$ cat src/rtl/fft16_stream_ctrl_if.sv
// Handshake and strobe bundle between the FFT stream controller and its neighbours.
// The slave side is the controller; the master side is the upstream source and downstream sink.
interface fft16_stream_ctrl_if #(
    parameter int CNT_W = 16
);
    logic             in_valid;
    logic             in_ready;
    logic             cfg_drain_en;
    logic             pipe_en;
    logic             in_zero;
    logic [1:0]       q;
    logic [1:0]       grp;
    logic             out_valid;
    logic             out_sof;
    logic             out_eof;
    logic             busy;
    logic [CNT_W-1:0] frame_cnt;

    modport master (
        output in_valid, cfg_drain_en,
        input  in_ready, pipe_en, in_zero, q, grp,
        input  out_valid, out_sof, out_eof, busy, frame_cnt
    );

    modport slave (
        input  in_valid, cfg_drain_en,
        output in_ready, pipe_en, in_zero, q, grp,
        output out_valid, out_sof, out_eof, busy, frame_cnt
    );
endinterface

$ cat src/rtl/fft16_stream_ctrl.sv
// Sequencer for the 16-point radix-4 streaming FFT datapath.
// Accepts samples, drives the global datapath enable and phase, tracks frame
// tags through the pipe and flushes the last frame with zero bubbles.
module fft16_stream_ctrl #(
    parameter int N_PTS    = 16,
    parameter int LOG2N    = 4,
    parameter int PIPE_LAT = 12,
    parameter int CNT_W    = 16
) (
    input logic                clk,
    input logic                reset,
    fft16_stream_ctrl_if.slave bus
);
    localparam logic [1:0] ST_IDLE  = 2'd0;
    localparam logic [1:0] ST_FILL  = 2'd1;
    localparam logic [1:0] ST_DRAIN = 2'd2;

    localparam logic [LOG2N-1:0] CNT_LAST = LOG2N'(N_PTS - 1);

    logic [1:0]          state_q, state_d;
    logic [LOG2N-1:0]    sample_cnt_q, sample_cnt_d;
    logic [PIPE_LAT-1:0] tag_v_q, tag_v_d;
    logic [PIPE_LAT-1:0] tag_s_q, tag_s_d;
    logic [PIPE_LAT-1:0] tag_e_q, tag_e_d;
    logic                out_valid_q, out_valid_d;
    logic                out_sof_q, out_sof_d;
    logic                out_eof_q, out_eof_d;
    logic [CNT_W-1:0]    frame_cnt_q, frame_cnt_d;

    logic accept;
    logic bubble;
    logic pipe_en;

    // Accept, drain-bubble decision and the resulting datapath enable
    always_comb begin
        accept  = bus.in_valid & ~reset;
        bubble  = ~reset & (state_q == ST_DRAIN) & bus.cfg_drain_en
                  & (|tag_v_q) & ~bus.in_valid;
        pipe_en = accept | bubble;
    end

    assign bus.in_ready  = ~reset;
    assign bus.pipe_en   = pipe_en;
    assign bus.in_zero   = bubble;
    assign bus.q         = (reset | bubble) ? 2'b00 : sample_cnt_q[1:0];
    assign bus.grp       = reset ? 2'b00 : sample_cnt_q[3:2];
    assign bus.busy      = ~reset & ((state_q != ST_IDLE) | (|tag_v_q));
    assign bus.out_valid = out_valid_q;
    assign bus.out_sof   = out_sof_q;
    assign bus.out_eof   = out_eof_q;
    assign bus.frame_cnt = frame_cnt_q;

    // Next-state: sample counter, tag pipe, output strobes, frame counter, FSM
    always_comb begin
        state_d      = state_q;
        sample_cnt_d = sample_cnt_q;
        tag_v_d      = tag_v_q;
        tag_s_d      = tag_s_q;
        tag_e_d      = tag_e_q;

        if (pipe_en) begin
            tag_v_d = {tag_v_q[PIPE_LAT-2:0], accept};
            tag_s_d = {tag_s_q[PIPE_LAT-2:0], accept & (sample_cnt_q == '0)};
            tag_e_d = {tag_e_q[PIPE_LAT-2:0], accept & (sample_cnt_q == CNT_LAST)};
        end

        if (accept) begin
            sample_cnt_d = sample_cnt_q + LOG2N'(1);
        end

        out_valid_d = pipe_en & tag_v_q[PIPE_LAT-1];
        out_sof_d   = pipe_en & tag_s_q[PIPE_LAT-1];
        out_eof_d   = pipe_en & tag_e_q[PIPE_LAT-1];
        frame_cnt_d = frame_cnt_q + CNT_W'(out_eof_q);

        // DRAIN exits on the next tag vector so busy drops the cycle the last result emerges
        case (state_q)
            ST_IDLE: begin
                if (accept) state_d = ST_FILL;
            end
            ST_FILL: begin
                if (accept && (sample_cnt_q == CNT_LAST)) state_d = ST_DRAIN;
            end
            ST_DRAIN: begin
                if (accept)          state_d = ST_FILL;
                else if (~|tag_v_d)  state_d = ST_IDLE;
            end
            default: state_d = ST_IDLE;
        endcase
    end

    // State registers with synchronous reset
    always_ff @(posedge clk) begin
        if (reset) begin
            state_q      <= ST_IDLE;
            sample_cnt_q <= '0;
            tag_v_q      <= '0;
            tag_s_q      <= '0;
            tag_e_q      <= '0;
            out_valid_q  <= 1'b0;
            out_sof_q    <= 1'b0;
            out_eof_q    <= 1'b0;
            frame_cnt_q  <= '0;
        end else begin
            state_q      <= state_d;
            sample_cnt_q <= sample_cnt_d;
            tag_v_q      <= tag_v_d;
            tag_s_q      <= tag_s_d;
            tag_e_q      <= tag_e_d;
            out_valid_q  <= out_valid_d;
            out_sof_q    <= out_sof_d;
            out_eof_q    <= out_eof_d;
            frame_cnt_q  <= frame_cnt_d;
        end
    end
endmodule

$ cat src/flat_wrapper.sv
// flat-port wrapper written by rule: the top's interface ports become plain ports
module fft16_stream_ctrl_flat 
#(
    parameter int N_PTS    = 16,
    parameter int LOG2N    = 4,
    parameter int PIPE_LAT = 12,
    parameter int CNT_W    = 16
)
  (clk, reset, bus_in_valid, bus_cfg_drain_en, bus_in_ready, bus_pipe_en, bus_in_zero, bus_q, bus_grp, bus_out_valid, bus_out_sof, bus_out_eof, bus_busy, bus_frame_cnt);
  fft16_stream_ctrl_if #(.CNT_W(CNT_W)) bus_i ();
  input logic clk;
  input logic reset;
  input wire logic [$bits(bus_i.in_valid)-1:0] bus_in_valid;
  input wire logic [$bits(bus_i.cfg_drain_en)-1:0] bus_cfg_drain_en;
  output wire logic [$bits(bus_i.in_ready)-1:0] bus_in_ready;
  output wire logic [$bits(bus_i.pipe_en)-1:0] bus_pipe_en;
  output wire logic [$bits(bus_i.in_zero)-1:0] bus_in_zero;
  output wire logic [$bits(bus_i.q)-1:0] bus_q;
  output wire logic [$bits(bus_i.grp)-1:0] bus_grp;
  output wire logic [$bits(bus_i.out_valid)-1:0] bus_out_valid;
  output wire logic [$bits(bus_i.out_sof)-1:0] bus_out_sof;
  output wire logic [$bits(bus_i.out_eof)-1:0] bus_out_eof;
  output wire logic [$bits(bus_i.busy)-1:0] bus_busy;
  output wire logic [$bits(bus_i.frame_cnt)-1:0] bus_frame_cnt;
  assign bus_i.in_valid = bus_in_valid;
  assign bus_i.cfg_drain_en = bus_cfg_drain_en;
  assign bus_in_ready = bus_i.in_ready;
  assign bus_pipe_en = bus_i.pipe_en;
  assign bus_in_zero = bus_i.in_zero;
  assign bus_q = bus_i.q;
  assign bus_grp = bus_i.grp;
  assign bus_out_valid = bus_i.out_valid;
  assign bus_out_sof = bus_i.out_sof;
  assign bus_out_eof = bus_i.out_eof;
  assign bus_busy = bus_i.busy;
  assign bus_frame_cnt = bus_i.frame_cnt;
  fft16_stream_ctrl #(.N_PTS(N_PTS), .LOG2N(LOG2N), .PIPE_LAT(PIPE_LAT), .CNT_W(CNT_W)) u_core (.clk(clk), .reset(reset), .bus(bus_i));
endmodule
$ cat config.mk
export PLATFORM = sky130hd
export DESIGN_NAME = fft16_stream_ctrl_flat
export DESIGN_NICKNAME = d
export VERILOG_FILES = /design/src/rtl/fft16_stream_ctrl_if.sv /design/src/rtl/fft16_stream_ctrl.sv /design/src/flat_wrapper.sv
export SDC_FILE = /design/constraint.sdc
export NUM_CORES = 1
export LEC_CHECK = 0
export ABC_CLOCK_PERIOD_IN_PS = 4800
export CAP_MARGIN = 20
export CORE_MARGIN = 2
export CORE_UTILIZATION = 45
export CTS_CLUSTER_SIZE = 40
export DETAILED_ROUTE_END_ITERATION = 16
export MAX_ROUTING_LAYER = met4
export PLACE_DENSITY = 0.67
export SLEW_MARGIN = 20
export SYNTH_ARGS = -nofsm -noshare
export SYNTH_HDL_FRONTEND = slang
export SYNTH_SLANG_ARGS = --single-unit
$ cat constraint.sdc
create_clock -name clk -period 4.8 [get_ports clk]
set_clock_uncertainty 0.1 [all_clocks]
set_input_delay 1.44 -clock clk [delete_from_list [all_inputs] [get_ports clk]]
set_output_delay 1.44 -clock clk [all_outputs]
set_load 0.05 [all_outputs]
Word level (Yosys, flattened, before mapping)
Index checks and enable logic that the tools add are counted.
{ "classes": {"addsub": 2, "mul": 0, "div_mod_pow": 0, "magnitude_cmp": 0, "eq_ne": 6, "shifts": 0, "muxes": 8, "bitwise_logic": 16, "n_reduce_logical": 7} }
{ "op_table": {"columns": ["op", "n"], "rows": [
  ["OR reduction 12 bit", 2],
  ["adder 16 x 1 -> 16 bit", 1],
  ["2-to-1 mux 12 bit", 1],
  ["2-to-1 mux 2 bit", 6],
  ["AND 1 bit", 11],
  ["one-hot mux 2 bit (3 select lines)", 1],
  ["adder 4 x 1 -> 4 bit, second input constant", 1],
  ["== test 4 bit, second input constant", 1],
  ["zero test 4 bit", 1],
  ["inequality test 2 x 1 -> 1 bit, second input constant", 2],
  ["inequality test 3 x 2 -> 1 bit, second input constant", 1],
  ["OR 1 bit", 3],
  ["AND reduction 3 bit", 1],
  ["== test 2 x 1 -> 1 bit, second input constant", 1],
  ["== test 2 bit, second input constant", 1],
  ["zero test 2 bit", 1],
  ["inverter 1 bit", 2],
  ["nonzero test 2 bit", 1],
  ["logical AND 1 bit", 1]
]} }
{ "word_totals": {"reg_bits": 61, "latchBits": 0, "mem_bits_rw": 0, "mem_bits_ro": 0, "input_bits": 4, "out_inout_bits": 27, "elab_cells": 48, "memories": 0} }

Longest topological paths before layout
Gate-level depths: netlist of run 1.
{ "logic_depth": {"depth_word": 11, "depth_mapped": 7} }

Worst setup path before layout of run 1
OpenSTA, ideal clock, no wires.
{ "synth_path": {"path_type": "input to output", "start": "input bus_in_valid", "end": "output bus_q[0]", "t_arrival_ns": 3.184, "t_required_ns": 3.260, "slack_ns": 0.076, "path_stages": 5, "path_buffers": 1, "path_cell_list": "buf_4 -> nor4b_4 -> nand2_1 -> nor2_1 -> nor3_1"} }
{ "synth_between": {"elab_chain_len": 4} }
{ "synth_rtl": {"columns": ["element", "line", "rtl"], "rows": [
  ["start: declaration", "flat_wrapper.sv:13", "input wire logic [$bits(bus_i.in_valid)-1:0] bus_in_valid;"],
  ["inverter 1 bit", "fft16_stream_ctrl.sv:38", "& (|tag_v_q) & ~bus.in_valid;"],
  ["AND 1 bit", "fft16_stream_ctrl.sv:38", null],
  ["named net bus_in_zero", "flat_wrapper.sv:17", "output wire logic [$bits(bus_i.in_zero)-1:0] bus_in_zero;"],
  ["OR 1 bit", "fft16_stream_ctrl.sv:45", "assign bus.q = (reset | bubble) ? 2'b00 : sample_cnt_q[1:0];"],
  ["2-to-1 mux 2 bit", "fft16_stream_ctrl.sv:45", null],
  ["end: declaration", "flat_wrapper.sv:18", "output wire logic [$bits(bus_i.q)-1:0] bus_q;"]
]} }
The timed path passes the listed nets, and every way through them passes these cells.

Worst setup path in the final report of run 1
{ "layout_path": {"start": "input bus_in_valid", "end": "output bus_q[0]"} }
{ "layout_between": {"elab_chain_len": 4} }
{ "layout_rtl": {"columns": ["element", "line"], "rows": [
  ["inverter 1 bit", "fft16_stream_ctrl.sv:38"],
  ["AND 1 bit", "fft16_stream_ctrl.sv:38"],
  ["OR 1 bit", "fft16_stream_ctrl.sv:45"],
  ["2-to-1 mux 2 bit", "fft16_stream_ctrl.sv:45"]
]} }
Every way passes these cells.

==> results of run 1 <==
logic make-up after synthesis:
logic type               count (synthesis)  synth area share [%]
AO/OA/AOI/OAI                           27                  8.55
XOR/XNOR                                14                  4.70
adder cells (fa/ha/maj)                  4                  1.92
buffers and inverters                   22                  4.32
flip-flops                              61                  46.9
multiplexers                            28                  11.8
AND/OR/NAND/NOR                         98                  21.8
registers in the layout (all words and copies together) (netlist names):
name	cells
u_core.bus.frame_cnt	16
u_core.bus.out_eof	1
u_core.bus.out_sof	1
u_core.bus.out_valid	1
u_core.sample_cnt_q	4
u_core.state_q	2
u_core.tag_e_q	12
u_core.tag_s_q	12
u_core.tag_v_q	12
metal layers:
layer  vias up  GRT usage [%]  part of all wire (%)
li1        946              -                     -
met1       884           20.8                    51
met2        33           24.8                    44
met3         6           6.97                   4.0
met4         0           6.61                   1.7
met5         -              -                     0
how the worst max path moves through the flow:
stage / start / end / cells past startpoint
2_1_floorplan: bus_in_valid / bus_q[0] / 5
3_3_place_gp: bus_in_valid / bus_q[0] / 6
3_5_place_dp: bus_in_valid / bus_q[0] / 6
4_1_cts: bus_in_valid / bus_q[0] / 6
5_1_grt: bus_in_valid / bus_q[0] / 6
6_report: bus_in_valid / bus_q[0] / 6
worst min-delay path, stage by stage, from the launching register on:
cell and delay, ps:
dfxtp_1 300, nand2_1 70, o21ai_1 50
cell usage after synthesis, drive strengths merged, types with 2 or more instances:
master	number	area, um2
nor2	18	67.6
nor4	5	61.3
nand3	6	30.0
o31ai	4	71.3
a21oi	6	30.0
nor3	7	35.0
ha	4	50.1
and2	3	18.8
nand3b	2	18.8
xor2	5	43.8
o21ai	9	56.3
nor4b	2	32.5
nand2b	4	25.0
clkbuf	6	22.5
mux2i	12	120
o2111ai	2	17.5
o211ai	3	22.5
nor2b	21	131
inv	8	32.5
nand2	18	70.1
dfxtp	61	1220
nand4	7	43.8
buf	7	53.8
mux2	16	188
or3	3	18.8
xnor2	9	78.8
final cells by class:
class                      count  area [um2]
multi-input combinational    171        1270
clock inverter                 7        90.1
tap                           72        90.1
inverter                       9        36.3
clock buffer                   9         124
timing repair buffer          36         340
fill                         522        2370
sequential                    61        1220
power by group through the flow:
stage	clock network (mW)	logic (mW)	registers [mW]
6_report	0.489	0.0695	0.517
5_1_grt	0.528	0.0756	0.518
4_1_cts	0.500	0.0701	0.517
3_5_place_dp	0	0.0698	0.529
3_3_place_gp	0	0.0697	0.529
2_1_floorplan	0	0.0547	0.527
==> metrics.cfg, run 1 <==
[placement]
placed_area_mm2 = 0.00296
pre_cts_ws_ps = 296
hpwl_mm = 3.14
gp_congestion = 0.789
dp.cells = 349
port_buffers = 30

[pwr]
p_total_mw = 1.08
p_leak_nw = 1.20
p_per_area_mw_per_mm2 = 339
pwr-share-seq_pct = 48.1
p_int_mw = 0.827
ir_drop_mv = 0.186
p_sw_mw = 0.249
swShare_pct = 23.1
power_frac_clock_pct = 45.5
comb_power_share_pct = 6.5

[cts]
postCtsSetupBuffers = 0
ctsResizeCount = 0
clk_pin_slew_worst_paths_ps = 70
cts-root-buf = clkbuf_8
cts_sinks = 61
cts_tree = yes
postCtsHoldBufs = 0
clock_latency_ps = 330
cts_buffers = 9
cts_buffer_depth = 2
htree_num_levels = 3

[timing]
setup_ws_ps = 276
fin_crit_ps = 4520
slew_violations = 0
timing.fmax_ghz = 0.221
rsz0062_at_grt = false
finalSetupTns_ps = 0
post-route-period-util_pct = 94.2
worst_slew_pin_slew_ps = 500
maxSlewHeadroom_pct = 66.5
setup_violations = 0
whs_ps = 365
hold_violations = 0

[yosys]
synthCells = 254
synth_edf_count = 0
yosys_register_bits = 61
syn-mean-instance-area_um2 = 10.3
ys_types = 45
yosys_warnings = 0
synth_area_mm2 = 0.00261
synth-async-reset-ratio_pct = 0
synth-seq-area-share_pct = 46.9
ys.flop_type = dfxtp_1
synth_nets = 262

[final_layout]
final_cells = 365
mostFrequentLayoutCell = dfxtp_1
fin_nets = 296
drive_gt1_share_pct = 18.8
design_area_mm2 = 0.00317
syn2layout_area_growth_pct = 21.8
layout_common_cells = dfxtp_1, clkdlybuf4s50_1, nor2b_1
post-route-util_pct = 57.3
diodes = 0

[route]
post-route-drc-count = 0
vias = 1869
viasPerCell = 5.12
routed_wl_mm = 4.69
first_iter_violations = 64
wl_per_cell_um = 12.8
detail-route-antenna-nets = 0
dr.pass1.iters = 6

[grt]
grt_pass1_wl_mm = 8.06
first_global_vias = 1778
track_usage_pct = 16.9
grt_max_degree = 26
antenna_found_initial = 0
grt_overflow_total = 0

[worst_setup_path]
reg2reg_to = u_core.tag_v_q[5]$_SDFF_PP0_
cp_top_family = simple AND/OR/NAND/NOR gates
worstPathArrival_ps = 2980
worstReg2RegStart = u_core.tag_v_q[2]$_SDFF_PP0_
required_ps = 3260
worstSetupPathType = in -> out
cp-start-kind = primary input
cp_num_buf_inv = 2
rrSetupSlack_ps = 2800
cp_slowest_stage_delay_ps = 470
end_kind = output pin
reg2reg_depth = 5
path_max_fanout = 4
path_cells = clkdlybuf4s50_1 > nor4b_4 > nand2_1 > nor2_1 > nor3_1 > buf_4
slowest_stage = clkdlybuf4s50_1

[worst_hold_path]
min_path_cells = 2
worstHoldStart = u_core.tag_e_q[0]$_SDFFE_PP0N_
hold_path.class = reg -> reg
hold_end = u_core.tag_e_q[0]$_SDFFE_PP0N_

[floorplanning]
core_area_mm2 = 0.00554
dieWidth_um = 80.1
start_util_pct = 47.0
rows = 27
die_h_um = 80.1
die_area_mm2 = 0.00642
io_pins = 31

[run_status]
outcome = complete, no violations

[job]
maxCapViolCount = 0

No activity file was read; power rests on OpenSTA's default activity.
==> run 2, diff against run 1 <==
Settings changed: ABC_AREA set to 0.
==> results of run 2 <==
Same layout as run 1: the final DEF is identical, and so are final timing and power.
==> run 3, diff against run 2 <==
Settings changed: PLACE_DENSITY 0.67 to 0.77.
==> run 3 against run 2 <==
  * Hold slack better by 7.0 ps
  * Sequential share of layout area rose by 0.26 points
  * Register-to-register slack about the same
  * Highest routed layer unchanged
==> metrics.cfg, run 3 (synthesized netlist as in run 1, its figures left out) <==
[route]
detail-route-antenna-nets = 0  ; unchanged
dr.pass1.iters = 4  ; -2
routed_wl_mm = 4.77  ; +1.9%
first_iter_violations = 69  ; +7.8%
vias = 1863  ; -0.32%
viasPerCell = 5.10  ; -0.32%
post-route-drc-count = 0  ; unchanged
wl_per_cell_um = 13.1  ; +1.9%

[final_layout]
fillers = 493  ; -5.6%
post-route-util_pct = 56.9  ; -0.38 points
layout_common_cells = dfxtp_1, clkdlybuf4s50_1, nor2b_1
largest_register_ffs = 16  ; unchanged
syn2layout_area_growth_pct = 21.0
mostFrequentLayoutCell = dfxtp_1
final_cells = 365  ; unchanged
diodes = 0  ; unchanged
fin_nets = 296  ; unchanged
drive_gt1_share_pct = 18.1  ; -0.68 points

[cts]
htree_num_levels = 3  ; unchanged
clock_latency_ps = 340  ; about the same
postCtsSetupBuffers = 0  ; unchanged
cts-root-buf = clkbuf_8
cts_tree = yes
postCtsHoldBufs = 0  ; unchanged
ctsResizeCount = 0  ; unchanged
cts_buffer_depth = 2  ; unchanged
clk_pin_slew_worst_paths_ps = 70  ; about the same
cts_buffers = 9  ; unchanged
cts_sinks = 61  ; unchanged

[worst_setup_path]
end_kind = output pin
cp_slowest_stage_delay_ps = 460  ; about the same
rrSetupSlack_ps = 2790  ; about the same
required_ps = 3260  ; about the same
cp-start-kind = primary input
path_cells = clkdlybuf4s50_1 > nor4b_4 > nand2_1 > nor2_1 > buf_4 > buf_12
slowest_stage = clkdlybuf4s50_1
worstSetupPathType = in -> out
path_max_fanout = 4  ; unchanged
worstPathArrival_ps = 2890  ; -90 ps

[timing]
rsz0062_at_grt = false
timing.fmax_ghz = 0.226  ; +2.2%
maxSlewHeadroom_pct = 66.8  ; +0.27 points
setup_violations = 0  ; unchanged
hold_violations = 0  ; unchanged
fin_crit_ps = 4430  ; -96.9 ps
slew_violations = 0  ; unchanged
post-route-period-util_pct = 92.2  ; -2.0 points
worst_slew_pin_slew_ps = 496  ; -3.99 ps
finalSetupTns_ps = 0  ; unchanged

[placement]
dp.cells = 349  ; unchanged
port_buffers = 30  ; unchanged
gp_congestion = 0.812  ; +2.9%
hpwl_mm = 3.35  ; +6.5%

[job]
maxCapViolCount = 0  ; unchanged

[floorplanning]
dieWidth_um = 80.1  ; unchanged
die_area_mm2 = 0.00642  ; unchanged
core_area_mm2 = 0.00554  ; unchanged
start_util_pct = 47.0  ; unchanged
io_pins = 31  ; unchanged
rows = 27  ; unchanged
die_h_um = 80.1  ; unchanged

[run_status]
outcome = complete, no violations

[pwr]
ir_drop_mv = 0.243  ; +31%
p_per_area_mw_per_mm2 = 328  ; -3.4%
p_leak_nw = 1.19  ; -0.67%
p_total_mw = 1.03  ; -4.0%

[grt]
grt_max_degree = 28  ; +7.7%
antenna_found_initial = 0  ; unchanged
track_usage_pct = 17.5  ; +0.63 points
first_global_vias = 1825  ; +2.6%
grt_overflow_total = 0  ; unchanged
grt_pass1_wl_mm = 8.35  ; +3.6%

[worst_hold_path]
hold_path.class = reg -> reg

==> run 3: changes by cell type in the layout (fill, tap and decap cells not counted), sizes merged <==
cell and delta:
clkinv -1, clkinvlp -1, clkbuf +3, bufinv -1
==> run 3: path summary, 6_finish.rpt <==
path,start,endpoint,cells after the start
worst min-delay path,u_core.tag_e_q[8]$_SDFFE_PP0N_,u_core.tag_e_q[8]$_SDFFE_PP0N_,2
worst min register to register,u_core.tag_e_q[8]$_SDFFE_PP0N_,u_core.tag_e_q[8]$_SDFFE_PP0N_,2
worst max register to register,u_core.tag_v_q[1]$_SDFF_PP0_,u_core.tag_v_q[1]$_SDFF_PP0_,5
worst max-delay path,bus_in_valid,bus_in_zero,6
==> run 3: power breakdown <==
group | internal, mW | total, mW | switching [mW]
registers | 0.512 | 0.518 | 0.00542
clock network | 0.252 | 0.446 | 0.193
logic | 0.0253 | 0.0695 | 0.0442
total | 0.790 | 1.03 | 0.243
==> run 3: per-layer routing <==
| layer | global-route usage (%) | up-vias | routed length (um) |
|---|---|---|---|
| met5 | - | - | 0 |
| met4 | 9.15 | 0 | 121 |
| met3 | 6.40 | 12 | 265 |
| met2 | 25.9 | 44 | 2110 |
| met1 | 21.0 | 863 | 2280 |
| li1 | - | 944 | - |
==> run 3: through the flow <==
step	worst slack (ps)	area, um2	hold WS, ps
floorplan	76.0	2610	326
global placement	393	2960	345
detailed placement	369	2960	356
CTS	370	3150	366
global route	251	3150	394
finish	373	3150	372
==> run 3: cell type report <==
type	count	area (um2)	area share [%]
multi-input combinational	171	1270	40.4
timing repair buffer	36	340	10.8
clock inverter	4	47.5	1.51
inverter	9	36.3	1.15
tap	72	90.1	2.86
clock buffer	12	145	4.60
sequential	61	1220	38.7
==> run 3: critical path, delay by kind of cell <==
family	cells	cell delay, ps
buffers and inverters	3	750
AND/OR/NAND/NOR	3	690
